### src/rtl/reg_scoreboard.sv
// reg_scoreboard: per-GPR in-flight write tracker feeding the ID hazard check.
// Define SB_WB_BYPASS_EN to mask busy for a register whose last owed write retires this cycle.
module reg_scoreboard #(
  parameter int DEPTH = 3,
  parameter int CW = 2
) (
  input  logic          clk,
  input  logic          reset,
  input  logic          issue_valid,
  input  logic [4:0]    issue_dest,
  input  logic          issue_load_op,
  output logic          issue_ready,
  input  logic          wb_valid,
  input  logic [4:0]    wb_dest,
  input  logic          flush,
  input  logic [4:0]    id_raddr1,
  input  logic [4:0]    id_raddr2,
  output logic          r1_busy,
  output logic          r2_busy,
  output logic          r1_load_busy,
  output logic          r2_load_busy,
  output logic [CW-1:0] inflight,
  output logic          underflow_err
);
  localparam logic [CW-1:0] DMAX = CW'(DEPTH);
  localparam logic [CW-1:0] ONE = CW'(1);
  logic [31:0][CW-1:0] cnt, cnt_n;
  logic [31:0] ld, ld_n;
  logic [CW-1:0] total, total_n;
  logic ret, uf, iss, byp1, byp2;
  // only a retire that pays off a tracked write frees a slot; an underflow retire must not
  assign ret = wb_valid && wb_dest != 5'd0 && cnt[wb_dest] != '0;
  assign uf = wb_valid && wb_dest != 5'd0 && cnt[wb_dest] == '0;
  assign issue_ready = !flush && (total < DMAX || ret) &&
                       (cnt[issue_dest] < DMAX || (ret && wb_dest == issue_dest));
  assign iss = issue_valid && issue_ready && issue_dest != 5'd0;
  always_comb begin
    cnt_n = cnt;
    ld_n = ld;
    total_n = total + (iss ? ONE : '0) - (ret ? ONE : '0);
    for (int i = 1; i < 32; i++) begin
      if (ret && wb_dest == 5'(i)) begin
        cnt_n[i] = cnt[i] - ONE;
        ld_n[i] = (cnt[i] == ONE) ? 1'b0 : ld[i];
      end
      if (iss && issue_dest == 5'(i)) begin
        cnt_n[i] = cnt_n[i] + ONE;
        ld_n[i] = issue_load_op;
      end
    end
  end
  always_ff @(posedge clk or posedge reset) begin
    if (reset) begin
      cnt <= '0;
      ld <= '0;
      total <= '0;
      underflow_err <= 1'b0;
    end else if (flush) begin
      cnt <= '0;
      ld <= '0;
      total <= '0;
    end else begin
      cnt <= cnt_n;
      ld <= ld_n;
      total <= total_n;
      if (uf) underflow_err <= 1'b1;
    end
  end
`ifdef SB_WB_BYPASS_EN
  assign byp1 = wb_valid && wb_dest == id_raddr1 && cnt[id_raddr1] == ONE;
  assign byp2 = wb_valid && wb_dest == id_raddr2 && cnt[id_raddr2] == ONE;
`else
  assign byp1 = 1'b0;
  assign byp2 = 1'b0;
`endif
  assign r1_busy = cnt[id_raddr1] != '0 && !byp1;
  assign r2_busy = cnt[id_raddr2] != '0 && !byp2;
  assign r1_load_busy = ld[id_raddr1] && r1_busy;
  assign r2_load_busy = ld[id_raddr2] && r2_busy;
  assign inflight = total;
endmodule

### config.mk
export PLATFORM = sky130hd
export DESIGN_NAME = reg_scoreboard
export DESIGN_NICKNAME = d
export VERILOG_FILES = /design/src/rtl/reg_scoreboard.sv
export SDC_FILE = /design/constraint.sdc
export NUM_CORES = 1
export LEC_CHECK = 0
export BUFFER_PORTS_ARGS = -buffer_cell sky130_fd_sc_hd__buf_2
export CORE_ASPECT_RATIO = 0.5
export CORE_MARGIN = 2
export CORE_UTILIZATION = 40
export DETAILED_ROUTE_END_ITERATION = 8
export MAX_ROUTING_LAYER = met4
export PLACE_DENSITY = 0.52
export SKIP_LAST_GASP = 1
export SYNTH_ARGS = -nofsm -noshare
export SYNTH_HDL_FRONTEND = slang
export SYNTH_SLANG_ARGS = --single-unit
export TNS_END_PERCENT = 1
### constraint.sdc
create_clock -name clk -period 6.15 [get_ports clk]
set_clock_uncertainty 0.05 [all_clocks]
set_input_delay 0.9225 -clock clk [delete_from_list [all_inputs] [get_ports clk]]
set_output_delay 0.9225 -clock clk [all_outputs]
set_load 0.05 [all_outputs]
==> results.py, run 1 <==
metrics = {
    "status": {
        "status": "complete, no violations",
    },
    "clock_network": {
        "hold_buffers": 0,
        "cts-htree-levels": 3,
        "cts_made_buffers": 9,
        "path_clk_slew_ns": 0.07,
        "cts_setup_buffers": 0,
        "cts-resized-gates": 0,
        "clk_path_buf_depth": 2,
        "cts.sinks": 96,
        "clock_latency_ns": 0.39,
        "clock-root-buffer": "clkbuf_16",
        "cts_tree": "done",
    },
    "floorplan": {
        "rows": 38,
        "die_x_microns": 215,
        "start_util_pct": 41.1,
        "die_height_microns": 110,
        "fp.coreArea_sq_um": 21800,
        "dieArea_sq_um": 23600,
        "io_pins": 34,
    },
    "critical_path": {
        "ff2ff_path_depth": 9,
        "critPathTopFamily": "simple AND/OR/NAND/NOR gates",
        "slowest_delay_ns": 0.71,
        "worst_ep_arrival_time_ns": 4.04,
        "start_kind": "input pin",
        "crit_top_cell": "buf_2",
        "r2r-start": "cnt[16]$_DFF_PP0_",
        "worst-path-buf-inv": 3,
        "crit_slowest_cell": "or4_2",
        "crit_path_end_kind": "primary output",
        "crit_fanout": 18,
        "setup.worst_path.class": "input pin to primary output",
        "required_ns": 5.18,
        "crit_cells": 10,
        "r2r_end": "cnt[9]$_DFF_PP0_",
        "cp_cell_sequence": "buf_2, or2_1, a221o_1, a211oi_2, o32ai_1, or4_2, inv_1, nand2_1, a21oi_1, buf_2",
        "rrSetupSlack_ns": 2.06,
    },
    "sta": {
        "drv_slew": 0,
        "setup_viol": 0,
        "min_period_over_period_pct": 81.4,
        "finalSetupTns_ns": 0,
        "fmax_mhz": 200,
        "tightestPinTransition_ns": 1.09,
        "rsz0062_at_grt": "false",
        "final-hold-violation-count": 0,
        "max_slew_margin_pct": 26.9,
        "layout_setup_ws_ns": 1.14,
        "fin_crit_ns": 5.01,
        "hold_ws_ns": 0.472,
    },
    "route": {
        "routedWlPerCell_microns": 24.8,
        "vias": 8363,
        "ant_nets": 0,
        "wl_microns": 32600,
        "drcViolationCount": 0,
        "drt_iter0_drc": 1064,
        "viasPerCell": 6.36,
        "drtPass1Iterations": 6,
    },
    "synth": {
        "syn-cell-area_sq_um": 8940,
        "synth-edff-count": 0,
        "ys_types": 82,
        "synth.area.top_cells": "dfrtp_1, mux4_2, xnor2_1",
        "yosysSeqAreaShare_pct": 26.9,
        "synth_cells": 1023,
        "yosysTopAreaCell": "dfrtp_1",
        "ys.flop_type": "dfrtp_1",
        "synth_warnings": 0,
        "syn_nets": 1082,
        "synth_top_area_share_pct": 26.9,
        "synth.avg_cell_area_sq_um": 8.74,
        "ys_ff_latch": 96,
        "synthArstFlopShare_pct": 100,
    },
    "power_and_ir_drop": {
        "power.density_nw_per_um2": 170,
        "p_comb_share_pct": 20.4,
        "power.leakage_nw": 3.52,
        "seq_power_share_pct": 40.0,
        "max-vdd-ir-drop_v": 0.000103,
        "p_sw_uw": 543,
        "intPower_mw": 1.10,
        "pwr-share-clk_pct": 39.6,
        "sw_frac_of_total_pct": 33.0,
    },
    "worst_hold_path": {
        "hold_class": "register to register",
        "worstHoldPathCells": 1,
        "whs_endpoint": "underflow_err$_DFFE_PP0P_",
        "hp-start": "underflow_err$_DFFE_PP0P_",
    },
    "place": {
        "dpl_worst_slack_ns": 1.13,
        "port_buffers": 33,
        "place.gp.congestion": 0.936,
        "dpl.hpwl_microns": 23800,
    },
    "cells_and_area": {
        "drive_gt1_share_pct": 15.0,
        "area_delta_synth_final_pct": 7.85,
        "antenna_cells": 0,
        "nets": 1068,
    },
    "grt": {
        "grt_pass1_vias": 7900,
        "antenna_found_initial": 0,
        "grt_remaining_overflow": 0,
        "track_usage_pct": 29.4,
        "grt_pass1_wl_microns": 49600,
        "grt_max_degree": 56,
    },
    "run": {
        "drv_cap": 0,
    },
}
[sequential cells by signal, indices dropped and copies added, names as in the netlist]
register and flops:
cnt 62, underflow_err 1, inflight 2, ld 31
[power groups by stage]
stage                     logic, mW  registers, mW  clock network, mW
after floorplan               0.220          0.673                  0
after global placement        0.327          0.670                  0
after detailed placement      0.329          0.670                  0
after CTS                     0.330          0.658              0.666
after global routing          0.358          0.660              0.688
final                         0.335          0.658              0.651
[layout make-up]
class                   count  area (sq um)
fillers                  2187         12100
multi-input cells         799          6030
flip-flops and latches     96          2400
well taps                 300           375
repair buffers             54           325
clock buffers              10           239
inverters                  49           186
clock inverters             6          82.6
[per-stage QoR]
stage | cells | utilization (%) | total power, mW | cell area [sq um]
after detailed placement | 1298 | 42.8 | 1.00 | 9320
after global routing | 1314 | 44.3 | 1.71 | 9640
after global placement | 1298 | 42.8 | 0.996 | 9320
final | 1314 | 44.3 | 1.64 | 9640
after floorplan | 1023 | - | 0.893 | 8940
after CTS | 1314 | 44.3 | 1.65 | 9640
[per-layer routing]
layer | global-route usage, % | vias to the layer above | wire length (microns)
met4 | 9.36 | 0 | 886
met5 | - | - | 0
li1 | - | 3750 | -
met2 | 42.5 | 381 | 13600
met3 | 8.24 | 65 | 3200
met1 | 39.8 | 4167 | 14900
[how the worst max path moves through the flow]
| stage | from | endpoint | slack (ns) |
|---|---|---|---|
| 2_1_floorplan | id_raddr1[2] | r1_load_busy | 1.16 |
| 3_3_place_gp | wb_dest[3] | issue_ready | 1.19 |
| 3_5_place_dp | wb_dest[3] | cnt[9]$_DFF_PP0_ | 1.13 |
| 4_1_cts | wb_dest[3] | issue_ready | 1.14 |
| 5_1_grt | wb_dest[3] | issue_ready | 0.99 |
| 6_report | wb_dest[3] | issue_ready | 1.14 |
[cell usage after synthesis (4+ instances only)]
| cell | n |
|---|---|
| xnor2_1 | 64 |
| ha_1 | 33 |
| and3_1 | 4 |
| nor4_2 | 8 |
| a41oi_1 | 4 |
| nor4b_1 | 6 |
| o31a_1 | 8 |
| nand2_1 | 79 |
| or2_2 | 6 |
| nor4_1 | 23 |
| nand3b_1 | 12 |
| nor2_1 | 121 |
| nor3_1 | 42 |
| buf_1 | 13 |
| dfrtp_1 | 96 |
| nand3_1 | 62 |
| o21ai_0 | 17 |
| o21bai_1 | 5 |
| mux2i_1 | 20 |
| a211o_1 | 10 |
| a31oi_1 | 12 |
| inv_1 | 48 |
| nand4_1 | 33 |
| o211ai_1 | 6 |
| or3_1 | 5 |
| nand2b_1 | 7 |
| nor4_4 | 11 |
| a21boi_0 | 12 |
| o2111ai_1 | 6 |
| nor2b_1 | 8 |
| a211oi_1 | 18 |
| xor2_1 | 14 |
| mux4_2 | 41 |
| a21oi_1 | 39 |
| clkbuf_1 | 43 |
| a2111oi_0 | 5 |
| buf_2 | 18 |
[cell families after synthesis]
kind of cell             count (synthesis)  synth area share (%)
buffers and inverters                  128                  5.93
AND/OR/NAND/NOR                        448                  27.6
adder cells (fa/ha/maj)                 33                  4.62
flip-flops                              96                  26.9
AO/OA/AOI/OAI                          177                  14.5
XOR/XNOR                                78                  7.64
multiplexers                            63                  12.8
[cells in the final DEF (no fill, tap or decap), drive strengths merged, types with 8 or more instances in the layout]
| master | count |
|---|---|
| mux4 | 41 |
| nor2b | 8 |
| a211o | 10 |
| nor4 | 42 |
| mux2i | 20 |
| a211oi | 19 |
| clkbuf | 10 |
| or2 | 8 |
| o21ai | 18 |
| nand4 | 33 |
| buf | 54 |
| xnor2 | 64 |
| nand3b | 12 |
| a21boi | 13 |
| nand3 | 62 |
| nor2 | 121 |
| a31oi | 12 |
| nor3 | 44 |
| inv | 48 |
| xor2 | 14 |
| nand2 | 79 |
| o31a | 8 |
| dfrtp | 96 |
| ha | 33 |
| a21oi | 39 |
(Power assumes the default switching activity.)
==> run 2: changes to the inputs <==
- PLACE_DENSITY: 0.52 -> 0.54
- clock period: 6.15 -> 4.15 ns (I/O delays scaled with it)
==> run 2 against run 1 <==
  * Hold slack worse by 0.15 ns
  * Wire length rose by 2.7%
  * Critical endpoint unchanged
  * Flip-flop and latch count unchanged
  * First-iteration DRC count shrank 7.0%
  * Largest power group unchanged
  * Power grew 43%
  * Sequential power rose by 49%
  * Critical path depth decreased by 1
  * Setup slack lost 0.99 ns
  * Via count increased by 2.2%
==> results.py, run 2 (synthesis results as in run 1) <==
metrics = {
    "sta": {
        "tightestPinTransition_ns": 0.907,
        "final-hold-violation-count": 0,
        "setup_viol": 0,
        "max_slew_margin_pct": 39.6,
        "fmax_mhz": 250,
        "drv_slew": 0,
        "min_period_over_period_pct": 96.4,
        "layout_setup_ws_ns": 0.149,
        "rsz0062_at_grt": "false",
        "fin_crit_ns": 4.00,
    },
    "critical_path": {
        "rrSetupSlack_ns": 0.49,
        "crit_cells": 9,
        "crit_slowest_cell": "or4_2",
        "crit_fanout": 7,
        "start_kind": "register",
        "ff2ff_path_depth": 11,
        "worst-path-buf-inv": 2,
        "setup.worst_path.class": "register to primary output",
        "critPathTopFamily": "compound AO/OA/AOI/OAI gates",
        "endpoint": "issue_ready",
        "r2r_end": "cnt[61]$_DFF_PP0_",
        "r2r-start": "cnt[34]$_DFF_PP0_",
        "slowest_delay_ns": 0.69,
        "cp_cell_sequence": "nor2_1, a221o_1, a211oi_4, o32ai_1, or4_2, inv_1, nand2_1, a21oi_1, clkbuf_4",
        "required_ns": 3.48,
        "critPathLaunch": "cnt[34]$_DFF_PP0_",
        "worst_ep_arrival_time_ns": 3.33,
        "crit_path_end_kind": "primary output",
    },
    "clock_network": {
        "cts-htree-levels": 3,
        "hold_buffers": 0,
        "cts-resized-gates": 0,
        "cts.sinks": 96,
        "clk_path_buf_depth": 2,
        "cts_tree": "done",
        "path_clk_slew_ns": 0.08,
        "clock-root-buffer": "clkbuf_16",
        "clock_latency_ns": 0.39,
        "cts_made_buffers": 9,
        "cts_setup_buffers": 0,
    },
    "route": {
        "viasPerCell": 6.29,
        "drtPass1Iterations": 5,
        "routedWlPerCell_microns": 24.6,
        "wl_microns": 33500,
        "vias": 8548,
        "drcViolationCount": 0,
        "drt_iter0_drc": 989,
        "ant_nets": 0,
    },
    "floorplan": {
        "die_height_microns": 110,
        "die_x_microns": 215,
        "rows": 38,
        "dieArea_sq_um": 23600,
        "io_pins": 34,
        "fp.coreArea_sq_um": 21800,
        "start_util_pct": 41.1,
    },
    "place": {
        "place_area_sq_um": 9680,
        "dpl.hpwl_microns": 24900,
        "place.gp.congestion": 0.975,
        "dpl_worst_slack_ns": 0.0400,
        "placedCellCount": 1343,
        "port_buffers": 33,
    },
    "grt": {
        "grt_remaining_overflow": 0,
        "antenna_found_initial": 1,
        "grt_pass1_wl_microns": 50300,
        "grt_pass1_vias": 8115,
        "grt_max_degree": 57,
        "track_usage_pct": 30.0,
    },
    "cells_and_area": {
        "multi_input_area_sq_um": 6050,
        "register_area_sq_um": 2400,
        "stdcell_area_sq_um": 9960,
        "fillers": 2157,
        "area_delta_synth_final_pct": 11.4,
        "largest-register": "cnt",
        "final_core_util_pct": 45.8,
        "fin_cells": 1360,
        "drive_gt1_share_pct": 18.8,
        "largest_register_ffs": 62,
        "final_cell_mix": "nor2_1, dfrtp_1, nand2_1",
        "nets": 1113,
        "final_common_cell": "nor2_1",
    },
    "run": {
        "drv_cap": 0,
    },
    "power_and_ir_drop": {
        "max-vdd-ir-drop_v": 0.000147,
        "power.leakage_nw": 3.73,
        "power.density_nw_per_um2": 236,
    },
    "status": {
        "status": "complete, no violations",
    },
    "worst_hold_path": {
        "hold_class": "input pin to asynchronous set/reset pin",
    },
}
-- run 2: how the worst min path moves through the flow --
stage | to | slack (ns)
final | ld[7]$_DFFE_PP0P_ | 0.33
after detailed placement | underflow_err$_DFFE_PP0P_ | 0.40
after CTS | ld[7]$_DFFE_PP0P_ | 0.36
after global placement | underflow_err$_DFFE_PP0P_ | 0.39
after global routing | ld[7]$_DFFE_PP0P_ | 0.40
after floorplan | ld[29]$_DFFE_PP0P_ | 0.47
-- run 2: through the flow --
step	power [mW]	setup TNS, ns	hold WS, ns
after detailed placement	1.52	0	0.397
after global routing	2.44	0	0.396
final	2.35	0	0.326
after CTS	2.35	0	0.358
after global placement	1.52	0	0.395
after floorplan	1.32	-0.185	0.467
-- run 2: routing by layer --
| layer | GRT usage (%) | share of wire [%] | routed length [microns] | up-vias |
|---|---|---|---|---|
| li1 | - | - | - | 3846 |
| met1 | 41.5 | 47 | 15800 | 4284 |
| met2 | 43.1 | 42 | 13900 | 356 |
| met3 | 6.94 | 8.6 | 2870 | 62 |
| met4 | 10.4 | 2.7 | 915 | 0 |
| met5 | - | 0 | 0 | - |
-- run 2: worst register-to-register path, cell delays in order (launching register included) --
cell and delay [ns]:
dfrtp_1 0.49, nor2_1 0.16, a221o_1 0.42, a211oi_4 0.33
o32ai_1 0.16, buf_4 0.18, or3_1 0.40, o41a_4 0.43
buf_4 0.19, nand4b_4 0.20, a2111oi_0 0.44, nor3_1 0.09
-- run 2: area by class of cell --
type                            instances  area share [%]
Sequential cell                        96            24.1
Timing Repair Buffer                   99            6.81
Antenna cell                            1          0.0251
Clock buffer                           12            2.47
Clock inverter                          4           0.201
Multi-Input combinational cell        799            60.7
Tap cell                              300            3.77
Inverter                               49            1.87
-- run 2: power by group --
group | internal [mW] | switching (mW)
clock | 0.419 | 0.415
combinational | 0.168 | 0.373
sequential | 0.952 | 0.0257
